[src/rtl/multicycle_ctrl_pkg.sv]
// multicycle_pkg: shared states, opcode classes and datapath select encodings
// for the multi-cycle control FSM of the 16-bit RISC core.
`default_nettype none

package multicycle_pkg;

  typedef enum logic [2:0] {
    IDLE   = 3'd0,
    FETCH  = 3'd1,
    DECODE = 3'd2,
    EXEC   = 3'd3,
    MEM    = 3'd4,
    WB     = 3'd5,
    HALT   = 3'd6
  } state_t;

  localparam logic [3:0] OP_ADDI = 4'h8;
  localparam logic [3:0] OP_LD   = 4'h9;
  localparam logic [3:0] OP_ST   = 4'hA;
  localparam logic [3:0] OP_BEQ  = 4'hB;
  localparam logic [3:0] OP_JMP  = 4'hC;
  localparam logic [3:0] OP_NOP0 = 4'hD;
  localparam logic [3:0] OP_NOP1 = 4'hE;
  localparam logic [3:0] OP_HLT  = 4'hF;

  localparam logic [1:0] PCSEL_INC  = 2'b00;
  localparam logic [1:0] PCSEL_TGT  = 2'b01;
  localparam logic [1:0] PCSEL_ZERO = 2'b10;

  localparam logic RDSEL_RTYPE = 1'b0;
  localparam logic RDSEL_IMM   = 1'b1;
  localparam logic ALUB_REG    = 1'b0;
  localparam logic ALUB_IMM    = 1'b1;

  // Opcodes 0x0-0x7 are all register-register ALU operations.
  function automatic logic is_alu(input logic [3:0] op);
    return ~op[3];
  endfunction

endpackage

`default_nettype wire

[src/rtl/multicycle_ctrl_if.sv]
// multicycle_ctrl_if: control/handshake bundle between the multi-cycle FSM
// (master) and the datapath plus memory (slave).
`default_nettype none

interface multicycle_ctrl_if #(
  parameter int OPW = 4
) ();

  logic           start;
  logic [OPW-1:0] opcode;
  logic           zero;
  logic           mem_ready;
  logic           mem_read;
  logic           mem_write;
  logic           ir_write;
  logic           pc_write;
  logic [1:0]     pc_sel;
  logic           alu_b_sel;
  logic           rd_sel;
  logic           reg_write;
  logic           halted;
  logic           fault;

  modport master (
    input  start, opcode, zero, mem_ready,
    output mem_read, mem_write, ir_write, pc_write, pc_sel,
           alu_b_sel, rd_sel, reg_write, halted, fault
  );

  modport slave (
    output start, opcode, zero, mem_ready,
    input  mem_read, mem_write, ir_write, pc_write, pc_sel,
           alu_b_sel, rd_sel, reg_write, halted, fault
  );

endinterface

`default_nettype wire

[src/rtl/multicycle_ctrl_mem_wait_timer.sv]
// mem_wait_timer: counts cycles a memory request waits for ready; flags the
// WAIT_MAX-th consecutive waiting cycle as a timeout. Cleared on state entry.
`default_nettype none

module mem_wait_timer #(
  parameter int WAIT_MAX = 15,
  parameter int CNTW     = 4
) (
  input  logic clk,
  input  logic rst_n,
  input  logic clr_i,
  input  logic wait_i,
  output logic timeout_o
);

  localparam logic [CNTW-1:0] LIMIT = CNTW'(WAIT_MAX - 1);

  logic [CNTW-1:0] cnt_q;
  logic [CNTW-1:0] cnt_d;

  always_comb begin
    cnt_d = cnt_q;
    if (clr_i) begin
      cnt_d = '0;
    end else if (wait_i) begin
      cnt_d = cnt_q + CNTW'(1);
    end
  end

  always_ff @(posedge clk or negedge rst_n) begin
    if (!rst_n) begin
      cnt_q <= '0;
    end else begin
      cnt_q <= cnt_d;
    end
  end

  assign timeout_o = wait_i && (cnt_q == LIMIT);

endmodule

`default_nettype wire

[src/rtl/multicycle_ctrl.sv]
// multicycle_ctrl: fetch/decode/execute/memory/writeback sequencer for the 16-bit
// RISC core. MULTICYCLE_CTRL_ILLEGAL_TRAP_EN traps 0xD/0xE and adds illegal_op.
`default_nettype none

module multicycle_ctrl
  import multicycle_pkg::*;
#(
  parameter int OPW      = 4,
  parameter int WAIT_MAX = 15,
  parameter int CNTW     = 4
) (
  input  logic              clk,
  input  logic              rst_n,
`ifdef MULTICYCLE_CTRL_ILLEGAL_TRAP_EN
  output logic              illegal_op,
`endif
  multicycle_ctrl_if.master bus
);

  state_t         state_q, state_d;
  logic [OPW-1:0] op_q, op_d;
  logic           fault_q, fault_d;

  logic       mem_read, mem_write, ir_write, pc_write;
  logic [1:0] pc_sel;
  logic       alu_b_sel, rd_sel, reg_write;
  logic       timer_wait, timeout;
  logic [3:0] op;

  assign op = 4'(op_q);

  always_ff @(posedge clk or negedge rst_n) begin
    if (!rst_n) begin
      state_q <= IDLE;
      op_q    <= '0;
      fault_q <= 1'b0;
    end else begin
      state_q <= state_d;
      op_q    <= op_d;
      fault_q <= fault_d;
    end
  end

  assign timer_wait = ((state_q == FETCH) || (state_q == MEM)) && !bus.mem_ready;

  mem_wait_timer #(
    .WAIT_MAX (WAIT_MAX),
    .CNTW     (CNTW)
  ) u_timer (
    .clk       (clk),
    .rst_n     (rst_n),
    .clr_i     (state_d != state_q),
    .wait_i    (timer_wait),
    .timeout_o (timeout)
  );

  always_comb begin
    state_d   = state_q;
    op_d      = op_q;
    fault_d   = fault_q;
    mem_read  = 1'b0;
    mem_write = 1'b0;
    ir_write  = 1'b0;
    pc_write  = 1'b0;
    pc_sel    = PCSEL_INC;
    alu_b_sel = ALUB_REG;
    rd_sel    = RDSEL_RTYPE;
    reg_write = 1'b0;
`ifdef MULTICYCLE_CTRL_ILLEGAL_TRAP_EN
    illegal_op = 1'b0;
`endif

    case (state_q)
      // rst_n qualifies start so pc_write cannot rise while reset is held.
      IDLE, HALT: begin
        if (bus.start && rst_n) begin
          pc_write = 1'b1;
          pc_sel   = PCSEL_ZERO;
          fault_d  = 1'b0;
          state_d  = FETCH;
        end
      end
      FETCH: begin
        mem_read = 1'b1;
        if (bus.mem_ready) begin
          ir_write = 1'b1;
          pc_write = 1'b1;
          state_d  = DECODE;
        end else if (timeout) begin
          fault_d = 1'b1;
          state_d = HALT;
        end
      end
      DECODE: begin
        op_d    = bus.opcode;
        state_d = EXEC;
      end
      EXEC: begin
        state_d = FETCH;
        if (is_alu(op)) begin
          state_d = WB;
        end else begin
          case (op)
            OP_ADDI: begin
              alu_b_sel = ALUB_IMM;
              state_d   = WB;
            end
            OP_LD, OP_ST: begin
              alu_b_sel = ALUB_IMM;
              state_d   = MEM;
            end
            OP_BEQ: begin
              if (bus.zero) begin
                pc_write = 1'b1;
                pc_sel   = PCSEL_TGT;
              end
            end
            OP_JMP: begin
              pc_write = 1'b1;
              pc_sel   = PCSEL_TGT;
            end
            OP_HLT: state_d = HALT;
`ifdef MULTICYCLE_CTRL_ILLEGAL_TRAP_EN
            OP_NOP0, OP_NOP1: begin
              pc_write   = 1'b1;
              pc_sel     = PCSEL_ZERO;
              illegal_op = 1'b1;
            end
`endif
            default: ;
          endcase
        end
      end
      MEM: begin
        alu_b_sel = ALUB_IMM;
        if (op == OP_LD) begin
          mem_read = 1'b1;
        end else begin
          mem_write = 1'b1;
        end
        if (bus.mem_ready) begin
          state_d = (op == OP_LD) ? WB : FETCH;
        end else if (timeout) begin
          fault_d = 1'b1;
          state_d = HALT;
        end
      end
      WB: begin
        reg_write = 1'b1;
        rd_sel    = ((op == OP_ADDI) || (op == OP_LD)) ? RDSEL_IMM : RDSEL_RTYPE;
        state_d   = FETCH;
      end
      default: state_d = IDLE;
    endcase
  end

  assign bus.mem_read  = mem_read;
  assign bus.mem_write = mem_write;
  assign bus.ir_write  = ir_write;
  assign bus.pc_write  = pc_write;
  assign bus.pc_sel    = pc_sel;
  assign bus.alu_b_sel = alu_b_sel;
  assign bus.rd_sel    = rd_sel;
  assign bus.reg_write = reg_write;
  assign bus.halted    = (state_q == HALT);
  assign bus.fault     = fault_q;

endmodule

`default_nettype wire
[src/flat_wrapper.sv]
// flat-port wrapper written by rule: the top's interface ports become plain ports
module multicycle_ctrl_flat import multicycle_pkg::*;
#(
  parameter int OPW      = 4,
  parameter int WAIT_MAX = 15,
  parameter int CNTW     = 4
)
  (clk, rst_n, bus_start, bus_opcode, bus_zero, bus_mem_ready, bus_mem_read, bus_mem_write, bus_ir_write, bus_pc_write, bus_pc_sel, bus_alu_b_sel, bus_rd_sel, bus_reg_write, bus_halted, bus_fault);
  multicycle_ctrl_if #(.OPW(OPW)) bus_i ();
  input  logic clk;
  input  logic rst_n;
  input wire logic [$bits(bus_i.start)-1:0] bus_start;
  input wire logic [$bits(bus_i.opcode)-1:0] bus_opcode;
  input wire logic [$bits(bus_i.zero)-1:0] bus_zero;
  input wire logic [$bits(bus_i.mem_ready)-1:0] bus_mem_ready;
  output wire logic [$bits(bus_i.mem_read)-1:0] bus_mem_read;
  output wire logic [$bits(bus_i.mem_write)-1:0] bus_mem_write;
  output wire logic [$bits(bus_i.ir_write)-1:0] bus_ir_write;
  output wire logic [$bits(bus_i.pc_write)-1:0] bus_pc_write;
  output wire logic [$bits(bus_i.pc_sel)-1:0] bus_pc_sel;
  output wire logic [$bits(bus_i.alu_b_sel)-1:0] bus_alu_b_sel;
  output wire logic [$bits(bus_i.rd_sel)-1:0] bus_rd_sel;
  output wire logic [$bits(bus_i.reg_write)-1:0] bus_reg_write;
  output wire logic [$bits(bus_i.halted)-1:0] bus_halted;
  output wire logic [$bits(bus_i.fault)-1:0] bus_fault;
  assign bus_i.start = bus_start;
  assign bus_i.opcode = bus_opcode;
  assign bus_i.zero = bus_zero;
  assign bus_i.mem_ready = bus_mem_ready;
  assign bus_mem_read = bus_i.mem_read;
  assign bus_mem_write = bus_i.mem_write;
  assign bus_ir_write = bus_i.ir_write;
  assign bus_pc_write = bus_i.pc_write;
  assign bus_pc_sel = bus_i.pc_sel;
  assign bus_alu_b_sel = bus_i.alu_b_sel;
  assign bus_rd_sel = bus_i.rd_sel;
  assign bus_reg_write = bus_i.reg_write;
  assign bus_halted = bus_i.halted;
  assign bus_fault = bus_i.fault;
  multicycle_ctrl #(.OPW(OPW), .WAIT_MAX(WAIT_MAX), .CNTW(CNTW)) u_core (.clk(clk), .rst_n(rst_n), .bus(bus_i));
endmodule
[config.mk]
export PLATFORM = sky130hd
export DESIGN_NAME = multicycle_ctrl_flat
export DESIGN_NICKNAME = d
export VERILOG_FILES = /design/src/rtl/multicycle_ctrl_pkg.sv /design/src/rtl/multicycle_ctrl_if.sv /design/src/rtl/multicycle_ctrl_mem_wait_timer.sv /design/src/rtl/multicycle_ctrl.sv /design/src/flat_wrapper.sv
export SDC_FILE = /design/constraint.sdc
export NUM_CORES = 1
export LEC_CHECK = 0
export CAP_MARGIN = 20
export CORE_UTILIZATION = 41
export DETAILED_ROUTE_END_ITERATION = 10
export PLACE_DENSITY = 0.67
export SLEW_MARGIN = 20
export SYNTH_ARGS = -nofsm -noshare
export SYNTH_HDL_FRONTEND = slang
export SYNTH_HIERARCHICAL = 1
export SYNTH_SLANG_ARGS = --single-unit
[constraint.sdc]
create_clock -name clk -period 5.27 [get_ports clk]
set_clock_uncertainty 0.2 [all_clocks]
set_input_delay 1.3175 -clock clk [delete_from_list [all_inputs] [get_ports clk]]
set_output_delay 1.3175 -clock clk [all_outputs]
set_load 0.005 [all_outputs]
# Word-level counts from Yosys, hierarchy flattened
# Index checks and enable logic that the tools add are counted.
[word_totals]
reg_bits = 12
input_bits = 9
out_inout_bits = 11
wordCells = 72
[classes]
eq_ne = 17
n_addsub = 1
mux = 36
n_reduce_logical = 14
[op_table]
columns = ["cell", "count"]
rows = [
  ["$eq 4x4->1 const B", 7],
  ["$mux 3", 6],
  ["$pmux 3 s6", 1],
  ["$mux 1", 17],
  ["$eq 3x3->1 const B", 3],
  ["$pmux 3 s3", 1],
  ["$mux 4", 2],
  ["$pmux 1 s2", 4],
  ["$pmux 2 s2", 2],
  ["$eq 3x2->1 const B", 2],
  ["$reduce_or 2->1", 3],
  ["$add 4x1->4 const B", 1],
  ["$mux 2", 2],
  ["$ne 2x1->1 const B", 2],
  ["$reduce_and 4->1", 1],
  ["$reduce_bool 2->1", 2],
  ["$eq 3x1->1 const B", 1],
  ["$logic_and 1x1->1", 3],
  ["$logic_not 3->1", 1],
  ["$ne 3x3->1", 1],
  ["$pmux 1 s3", 1],
  ["$reduce_or 3->1", 1],
  ["$logic_or 1x1->1", 2],
  ["$ne 2x2->1 const B", 1],
  ["$logic_not 1->1", 1],
]

# Depth between registers and ports, before layout
[depth]
word_depth = 9
depth_mapped = 9
ltp_nobuf = 8

# Modules after synthesis
# The synthesis kept the hierarchy.
[by_module_without_submodules]
columns = ["mod", "seq_area_each_um2", "area_each_um2", "instances", "cells_per_inst"]
rows = [
  ["multicycle_ctrl", 200.2, 708.2, 1, 85],
  ["mem_wait_timer", 100.1, 222.7, 1, 20],
]

# Least setup slack after synthesis
# Ideal clock, no wire load.
[synth_timing]
path_kind = "input -> output"
startpoint = "input port bus_start"
endpoint = "output port bus_pc_write"
arrival_ns = 1.986
setup_slack_ns = 1.766
required_time_ns = 3.753
cell_stages = 3
cell_sequence = "and2_1 -> nor3b_1 -> or3_1"
[synth_between]
elab_chain_len = 3
[synth_lines]
columns = ["item", "line_no", "source"]
rows = [
  ["from (decl)", "flat_wrapper.sv:12", "input wire logic [$bits(bus_i.start)-1:0] bus_start;"],
  ["$logic_and 1x1->1", "multicycle_ctrl.sv:76", "if (bus.start && rst_n) begin"],
  ["$mux 1", "multicycle_ctrl.sv:76", ""],
  ["$pmux 1 s3", "multicycle_ctrl.sv:73", "case (state_q)"],
  ["to (decl)", "flat_wrapper.sv:19", "output wire logic [$bits(bus_i.pc_write)-1:0] bus_pc_write;"],
]
# No other way between the ends.

# Worst setup path in the final report
[layout_timing]
startpoint = "input port rst_n"
endpoint = "output port bus_pc_write"
[layout_between]
elab_chain_len = 3
[layout_lines]
columns = ["item", "line_no", "source"]
rows = [
  ["from (decl)", "flat_wrapper.sv:11", "input logic rst_n;"],
  ["$logic_and 1x1->1", "multicycle_ctrl.sv:76", ""],
  ["$mux 1", "multicycle_ctrl.sv:76", ""],
  ["$pmux 1 s3", "multicycle_ctrl.sv:73", ""],
]
# No other way between the ends.

==> impl_metrics.json <==
{
  "hold_buffers": 0,
  "rows": 16,
  "drt_wl_total_um": 1910,
  "synth_edf_count": 0,
  "grt_max_degree": 18,
  "grt_pass1_wl_um": 3510,
  "finalSetupTns_ps": 0,
  "antenna_cells": 0,
  "chipWidth_um": 49.7,
  "syn_avg_cell_area_um2": 8.87,
  "cts_tree": "yes",
  "clock_sinks": 12,
  "synth_compound_area_share_pct": 21.1,
  "worst-setup-path-type": "input pin to primary output",
  "period_share_pct": 86.6,
  "synth_top_family_by_area": "simple AND/OR/NAND/NOR gates",
  "nets": 136,
  "synthCells": 105,
  "hold_path_depth": 2,
  "critPathRequiredTime_ps": 3750,
  "setup_viol": 0,
  "synth_area_um2": 931,
  "die_height_um": 49.7,
  "min_path_type": "flip-flop to flip-flop",
  "avgViaCountPerCell": 5.51,
  "synth-simple-area-share_pct": 28.8,
  "period_minus_slack_ps": 4560,
  "ys_seq_area_share_pct": 32.3,
  "htree_levels": 1,
  "syn_nets": 116,
  "relSlewSlack_pct": 65.6,
  "crit_fanout": 4,
  "ctsResizeCount": 0,
  "grt_pass1_vias": 783,
  "dieArea_um2": 2470,
  "crit_top_cell": "clkdlybuf4s50_1",
  "synthArstFlopShare_pct": 100,
  "crit_path_end_kind": "primary output",
  "numCtsBuffers": 3,
  "ant_nets": 0,
  "routabilityCongestion": 0.843,
  "antenna_found_initial": 0,
  "rsz0062_at_grt": "no",
  "hp-start": "u_core/bus.fault$_DFFE_PN0P_",
  "worstMarginPinSlew_ps": 515,
  "vdd.ir_drop.worst_v": 0.000366,
  "top_level_ports": 20,
  "max_stage_delay_ps": 510,
  "synth_seq_cells": 12,
  "clk_pin_slew_ps": 60,
  "synth_adder_area_share_pct": 2.69,
  "portBuffers": 19,
  "synth_cell_types": 43,
  "globalRouteOverflowTotal": 0,
  "drive_gt1_share_pct": 13.0,
  "dp_slack_ps": 692,
  "cts_root_buf": "clkbuf_4",
  "place_inst": 147,
  "dp_hpwl_um": 1440,
  "fmax_mhz": 219,
  "crit_chain": "clkdlybuf4s50_1, and2_1, nor3b_1, or3_1, clkdlybuf4s50_1",
  "clk_latency_ps": 270,
  "finalPower_mw": 0.544,
  "synthXorXnorAreaFrac_pct": 2.82,
  "grt_use_total_pct": 18.6,
  "maxCapViolations": 0,
  "p_leak_nw": 0.466,
  "drc": 0,
  "cts_setup_buffers": 0,
  "syn2layout_area_growth_pct": 24.6,
  "timing.rr.end": "u_core/u_timer/cnt_q[3]$_DFFE_PN0P_",
  "synthMuxAreaShare_pct": 6.45,
  "outcome": "finished clean",
  "initial_utilization_pct": 45.6,
  "first_pass_iters": 4,
  "setup_slack_ps": 707,
  "yosys_warnings": 6,
  "power.density_nw_per_um2": 469,
  "cp_slowest_cell": "clkdlybuf4s50_1",
  "final_cell_count_no_fill": 150,
  "wire_per_inst_um": 12.7,
  "drt_iter0_markers": 25,
  "cp-start-kind": "input pin",
  "r2r_start": "u_core/state_q[2]$_DFF_PN0_",
  "cts_buffer_depth": 2,
  "via_count": 827,
  "r2r_setup_slack_ps": 2360,
  "core_area_um2": 2040,
  "hold_viol": 0,
  "rr_worst_depth": 9,
  "worstHoldEndpoint": "u_core/bus.fault$_DFFE_PN0P_",
  "arrival_ps": 3050,
  "synth_ff_type": "dfrtp_1",
  "slew_viol_final": 0
}
## Yosys cell counts (all sizes together), types with 3 or more instances
cell	count	share of area, %
nor3b	3	2.4
nor2b	4	2.7
nor2	7	2.8
dfrtp	12	32
a21oi	5	2.7
o21ai	5	2.7
nand3b	3	2.4
inv	6	2.4
nand2	5	2.0
a211oi	4	3.8
nand3	3	1.6
mux2	5	6.5
buf	6	3.5
nand2b	6	4.0
## final cells by class
cell class / instances / area, um^2
Multi-Input combinational cell: 81 / 576
Inverter: 6 / 22.5
Sequential cell: 12 / 300
Clock buffer: 3 / 22.5
Fill cell: 202 / 882
Tap cell: 27 / 33.8
Timing Repair Buffer: 21 / 205
## layout by cell type, fill, tap and decap left out, types with 2 or more instances in the layout
cell	instances
nand2_1	5
dfrtp_1	12
and4_1	2
xnor2_1	2
nand4_1	2
clkdlybuf4s50_1	19
mux2_2	4
ha_1	2
nand3_1	3
inv_1	6
nor2b_1	4
a211oi_1	3
nor2_1	7
a21oi_1	5
and2_1	2
nand2b_1	6
o21ai_0	5
nand3b_1	3
clkbuf_4	3
buf_4	2
nor3b_1	3
## routing by layer
layer	track usage (%)	wire, um	vias to the layer above
met2	27.3	830	22
met3	3.70	112	6
met5	0	0	-
met1	25.7	925	380
li1	-	-	419
met4	9.52	44	0
## how the worst max path moves through the flow
stage,startpoint,end,slack (ps)
after floorplan,bus_start,bus_pc_write,1770
after global placement,bus_start,bus_pc_write,760
after detailed placement,rst_n,bus_pc_write,690
after CTS,rst_n,bus_pc_write,690
after global routing,rst_n,bus_pc_write,560
final,rst_n,bus_pc_write,710
## where the power goes
part	internal [mW]	switching, mW
combinational	0.164	0.123
sequential	0.123	0.0800
clock	0.0264	0.0278
total	0.313	0.231
## state kept, by name (all words and copies together), names as in the netlist
register              count
u_core/u_timer/cnt_q      4
u_core/op                 4
u_core/state_q            3
u_core/bus.fault          1
## metrics by stage
step / area, um^2 / util (%) / hold WS, ps
floorplan: 931 / - / 332
global placement: 1140 / 55.7 / 350
detailed placement: 1140 / 55.7 / 354
CTS: 1160 / 56.8 / 367
global route: 1160 / 56.8 / 392
finish: 1160 / 56.8 / 358
## worst max-delay path: cells and delay by family
| family | cells | cell delay (ps) |
|---|---|---|
| AND/OR/NAND/NOR | 3 | 730 |
| buffers and inverters | 2 | 1000 |
## logic make-up (layout without fill, tap and decap cells)
| group | Yosys count | after routing |
|---|---|---|
| buf+inv | 12 | 30 |
| mux | 5 | 5 |
| flops | 12 | 12 |
| compound gates | 27 | 27 |
| xor+xnor | 3 | 3 |
| simple gates | 44 | 44 |
| fa+ha+maj | 2 | 2 |
(Power assumes the default switching activity.)
